`config.mk`:
```
export PLATFORM = sky130hd
export DESIGN_NAME = set_scan_engine
export DESIGN_NICKNAME = d
export VERILOG_FILES = /design/src/rtl/set_scan_engine.sv
export SDC_FILE = /design/constraint.sdc
export NUM_CORES = 2
export LEC_CHECK = 0
export ABC_AREA = 1
export CAP_MARGIN = 5
export CORE_AREA = 3 3 310 312
export DETAILED_ROUTE_END_ITERATION = 7
export DIE_AREA = 0 0 313 315
export PLACE_DENSITY = 0.84
export SETUP_SLACK_MARGIN = 0.15
export SYNTH_ARGS = -nofsm -noshare
export SYNTH_HDL_FRONTEND = slang
export SYNTH_SLANG_ARGS = --single-unit
```
`constraint.sdc`:
```
create_clock -name clk -period 11.45 [get_ports clk]
set_clock_uncertainty 0.05 [all_clocks]
set_input_delay 2.29 -clock clk [delete_from_list [all_inputs] [get_ports clk]]
set_output_delay 2.29 -clock clk [all_outputs]
set_load 0.02 [all_outputs]
```
`src/rtl/set_scan_engine.sv`:
```
// Counts grid points satisfying a set expression over three circles,
// scanning LANES points per cycle under a simple IDLE/SCAN/DONE job FSM.
module set_scan_engine #(
   parameter int GRID    = 8,
   parameter int COORD_W = 4,
   parameter int LANES   = 8,
   parameter int CNT_W   = 8
) (
   input  logic                   clk,
   input  logic                   rst,
   input  logic                   en,
   input  logic [6*COORD_W-1:0]   central,
   input  logic [3*COORD_W-1:0]   radius,
   input  logic [2:0]             mode,
   output logic                   busy,
   output logic                   valid,
   output logic [CNT_W-1:0]       candidate
);

   localparam int NPTS  = GRID * GRID;
   localparam int IDX_W = $clog2(NPTS + 1);
   localparam int D_W   = COORD_W + 2;
   localparam int S_W   = 2 * COORD_W + 4;
   localparam int PC_W  = $clog2(LANES + 1);
   localparam logic [IDX_W-1:0] LAST_IDX = IDX_W'(NPTS - LANES);

   typedef enum logic [1:0] {IDLE, SCAN, DONE} state_t;

   state_t                 r_state;
   logic [IDX_W-1:0]       r_idx;
   logic [CNT_W-1:0]       r_acc;
   logic [6*COORD_W-1:0]   r_central;
   logic [3*COORD_W-1:0]   r_radius;
   logic [2:0]             r_modeSel;

   logic [COORD_W-1:0]     w_cx [3];
   logic [COORD_W-1:0]     w_cy [3];
   logic [COORD_W-1:0]     w_rad [3];
   logic [LANES-1:0]       w_hit;
   logic [PC_W-1:0]        w_batchCount;

   // Exact squared distance; the centre may lie off-grid, so keep full width.
   function automatic logic inCircle(
      input logic [D_W-1:0]     px,
      input logic [D_W-1:0]     py,
      input logic [COORD_W-1:0] cx,
      input logic [COORD_W-1:0] cy,
      input logic [COORD_W-1:0] rad
   );
      logic signed [D_W-1:0] dx;
      logic signed [D_W-1:0] dy;
      logic signed [S_W-1:0] dxe;
      logic signed [S_W-1:0] dye;
      logic [S_W-1:0]        distSq;
      logic [S_W-1:0]        radSq;
      dx     = $signed(px) - $signed({2'b00, cx});
      dy     = $signed(py) - $signed({2'b00, cy});
      dxe    = S_W'(dx);
      dye    = S_W'(dy);
      distSq = $unsigned(dxe * dxe + dye * dye);
      radSq  = S_W'(rad) * S_W'(rad);
      return distSq <= radSq;
   endfunction

   function automatic logic setSelect(
      input logic [2:0] sel,
      input logic       a,
      input logic       b,
      input logic       c
   );
      logic [1:0] n;
      n = {1'b0, a} + {1'b0, b} + {1'b0, c};
      case (sel)
         3'd0:    return a;
         3'd1:    return a & b;
         3'd2:    return a ^ b;
         3'd3:    return n == 2'd2;
         3'd4:    return a | b | c;
         3'd5:    return a & b & c;
         3'd6:    return n >= 2'd2;
         default: return 1'b0;
      endcase
   endfunction

   for (genvar k = 0; k < 3; k++) begin : g_field
      assign w_cx[k]  = r_central[(6-2*k)*COORD_W-1 -: COORD_W];
      assign w_cy[k]  = r_central[(5-2*k)*COORD_W-1 -: COORD_W];
      assign w_rad[k] = r_radius[(3-k)*COORD_W-1 -: COORD_W];
   end

   // Row-major mapping of the lane's linear index onto 1-based coordinates.
   for (genvar g = 0; g < LANES; g++) begin : g_lane
      logic [IDX_W-1:0] w_pointIdx;
      logic [D_W-1:0]   w_x;
      logic [D_W-1:0]   w_y;
      logic             w_a;
      logic             w_b;
      logic             w_c;
      assign w_pointIdx = r_idx + IDX_W'(g);
      assign w_x = D_W'(w_pointIdx % IDX_W'(GRID)) + D_W'(1);
      assign w_y = D_W'(w_pointIdx / IDX_W'(GRID)) + D_W'(1);
      assign w_a = inCircle(w_x, w_y, w_cx[0], w_cy[0], w_rad[0]);
      assign w_b = inCircle(w_x, w_y, w_cx[1], w_cy[1], w_rad[1]);
      assign w_c = inCircle(w_x, w_y, w_cx[2], w_cy[2], w_rad[2]);
      assign w_hit[g] = setSelect(r_modeSel, w_a, w_b, w_c);
   end

   always_comb begin
      w_batchCount = '0;
      for (int l = 0; l < LANES; l++) begin
         w_batchCount = w_batchCount + PC_W'(w_hit[l]);
      end
   end

   // Outputs are registered so valid and candidate appear together on DONE entry.
   always_ff @(posedge clk) begin
      if (rst) begin
         r_state   <= IDLE;
         r_idx     <= '0;
         r_acc     <= '0;
         r_central <= '0;
         r_radius  <= '0;
         r_modeSel <= '0;
         busy      <= 1'b0;
         valid     <= 1'b0;
         candidate <= '0;
      end else begin
         case (r_state)
            IDLE: begin
               valid <= 1'b0;
               if (en) begin
                  r_central <= central;
                  r_radius  <= radius;
                  r_modeSel <= mode;
                  r_acc     <= '0;
                  r_idx     <= '0;
                  busy      <= 1'b1;
                  r_state   <= SCAN;
               end
            end
            SCAN: begin
               r_acc <= r_acc + CNT_W'(w_batchCount);
               r_idx <= r_idx + IDX_W'(LANES);
               if (r_idx == LAST_IDX) begin
                  candidate <= r_acc + CNT_W'(w_batchCount);
                  valid     <= 1'b1;
                  r_state   <= DONE;
               end
            end
            DONE: begin
               valid   <= 1'b0;
               busy    <= 1'b0;
               r_idx   <= '0;
               r_state <= IDLE;
            end
            default: begin
               valid   <= 1'b0;
               busy    <= 1'b0;
               r_state <= IDLE;
            end
         endcase
      end
   end

endmodule
```
==> impl_metrics.tcl <==
set metrics [dict create \
    status "finished, final reports clean" \
    mostFrequentLayoutCells "2015 x inv_1, 1257 x fa_1, 1031 x nand2_1" \
    final_common_cell "inv_1" \
    clkTransAtPathRegs_ns 0.06 \
    dp_hpwl_um 129000 \
    routed_wl_um 147000 \
    synth-compound-area-share_pct 4.27 \
    drv_slew 0 \
    num_vias 45500 \
    yosysWarnings 0 \
    synth-simple-area-share_pct 15.4 \
    seq_area_frac_synth_pct 2.21 \
    die-area_um2 98600 \
    relSlewSlack_pct 17.1 \
    worstHoldPathCells 2 \
    clock_latency_ns 0.39 \
    row_count 112 \
    drt_iter0_drc 3742 \
    numPortBuffers 51 \
    avgSynthCellArea_um2 8.15 \
    finalCriticalPeriod_ns 10.94 \
    setup_viol 0 \
    grt.total_usage_pct 30.6 \
    synthXorXnorAreaFrac_pct 3.82 \
    path_max_fanout 6 \
    critPathSlowestCell "fa_1" \
    gp_congestion 0.985 \
    io_pins 52 \
    clock-sinks 63 \
    synth_edf_count 0 \
    cts_buffers 9 \
    core_area_um2 93300 \
    max_cap_viol_count 0 \
    crit_arrival_ns 11.20 \
    post_synth_fa_ha_maj_area_fraction_pct 60.3 \
    min_path_type "reg2reg" \
    synth_top_area_share_pct 44.6 \
    r2r_slack_ns 0.51 \
    worst_pin_slew_ns 1.24 \
    crit_type "reg2reg" \
    grt_pass1_wl_um 241000 \
    yosys-top-cells-area "fa_1 45%, ha_1 16%, inv_1 13%" \
    cts_buffer_depth 2 \
    synth_top_family_by_area "adder cells" \
    first_global_vias 48800 \
    grt_max_degree 44 \
    slowest_delay_ns 0.55 \
    drt_pass1_iterations 7 \
    cts_tree "built" \
    die_x_um 313 \
    cts_hold_buffers 0 \
    netlist_area_um2 57100 \
    hold_viol_final 0 \
    final_layout_size_suffix_gt1_share_pct 5.23 \
    routedWlPerCell_um 17.6 \
    fin_crit_sh_pct 95.6 \
    ys_seq_elements 63 \
    gr-total-overflow 0 \
    fillCellCount 7433 \
    rsz0062_at_grt "no" \
    worstSetupStartpointType "flip-flop" \
    postRouteAntennaNets 0 \
    synthArstFlopShare_pct 0 \
    max_freq_mhz 91.4 \
    viasPerCell 5.44 \
    synthToLayoutAreaGrowth_pct 6.68 \
    start_util_pct 61.2 \
    ys.flop_type "dfxtp_1" \
    ys_types 46 \
    tns_ns 0 \
    cts_root_buf "clkbuf_16" \
    fin_nets 9124 \
    synthMuxAreaShare_pct 0 \
    drc 0 \
    crit_top_cell "inv_1" \
    fp.dieH_um 315 \
    antenna_found_initial 1 \
    syn_inst 7005 \
    cts_max_level 3 \
    cp-end-kind "flip-flop" \
    yosysTopAreaCell "fa_1" \
    required_ns 11.70 \
    reg2regPathDepth 54 \
]
## metrics by stage
stage	hold slack, ns	utilization (%)	setup slack [ns]	area, µm²	cells
6_report	0.437	65.3	0.507	60900	8355
5_1_grt	0.463	65.3	0.000788	60900	8354
4_1_cts	0.433	64.2	0.234	59900	8330
3_5_place_dp	0.423	63.7	-0.0996	59500	8310
3_3_place_gp	0.416	63.7	0.133	59500	8310
2_1_floorplan	0.397	-	0.847	57100	7007
## routing by layer
metal / vias to the layer above / GRT usage (%) / share of wire [%]
met4: 0 / 11.1 / 4.6
met1: 22300 / 38.7 / 38
met2: 1854 / 52.5 / 48
met3: 442 / 5.94 / 9.3
met5: - / 0 / 0
li1: 20800 / - / -
## critical path: cells and delay by family (launching register included)
family	cells	cell delay [ns]
xor gates and xnor gates	3	0.58
and+or+nand+nor	14	1.54
AOI/OAI and AO/OA	9	1.20
buffers and inverters	14	1.07
adders and majority gates	14	6.02
DFF	1	0.39
## what timing repair did
action,4_1_cts,5_1_grt
setup endpoints to repair,8,16
pin swaps,2,42
buffers inserted,4,24
gates resized for setup,20,213
## logic make-up after synthesis
kind of cell               Yosys count
DFF                                 63
and+or+nand+nor                   2125
adders and majority gates         1987
other                                1
AOI/OAI and AO/OA                  449
xor gates and xnor gates           249
buffers and inverters             2131
## cells in the mapped netlist, types with 9 or more instances
library cell / count
a21o_1: 20
a21oi_1: 245
a31oi_1: 12
buf_2: 13
clkbuf_1: 73
dfxtp_1: 63
fa_1: 1272
ha_1: 715
inv_1: 2027
nand2_1: 1060
nand2b_1: 9
nand3_1: 206
nand3b_1: 26
nand4_1: 101
nor2_1: 654
nor2_2: 9
o211ai_1: 9
o21ai_0: 123
o22ai_1: 10
or2_2: 40
xnor2_1: 116
xor2_1: 133
## state kept, by name, summed over array words and instances (netlist names)
| name | flops |
|---|---|
| r_modeSel | 3 |
| valid | 1 |
| r_state | 2 |
| candidate | 8 |
| r_radius | 12 |
| r_acc | 8 |
| r_central | 24 |
| busy | 1 |
| r_idx | 4 |
## final timing paths
check	startpoint	end
worst max register to register	r_idx[4]	r_acc[6]
worst min register to register	r_acc[7]	r_acc[7]
worst max-delay path	r_idx[4]	r_acc[6]
worst min-delay path	r_acc[7]	r_acc[7]
## cell type report
class | instances | area (µm²) | share of cell area (%)
multi-input combinational | 4813 | 48700 | 79.9
tap | 1254 | 1570 | 2.58
antenna | 1 | 2.50 | 0.00411
clock buffer | 9 | 225 | 0.370
timing repair buffer | 167 | 1390 | 2.28
sequential | 63 | 1270 | 2.09
inverter | 2041 | 7680 | 12.6
clock inverter | 7 | 105 | 0.173
Power is not shown: default switching activity piles up to over one toggle a cycle in this logic, so the estimate is an artifact.
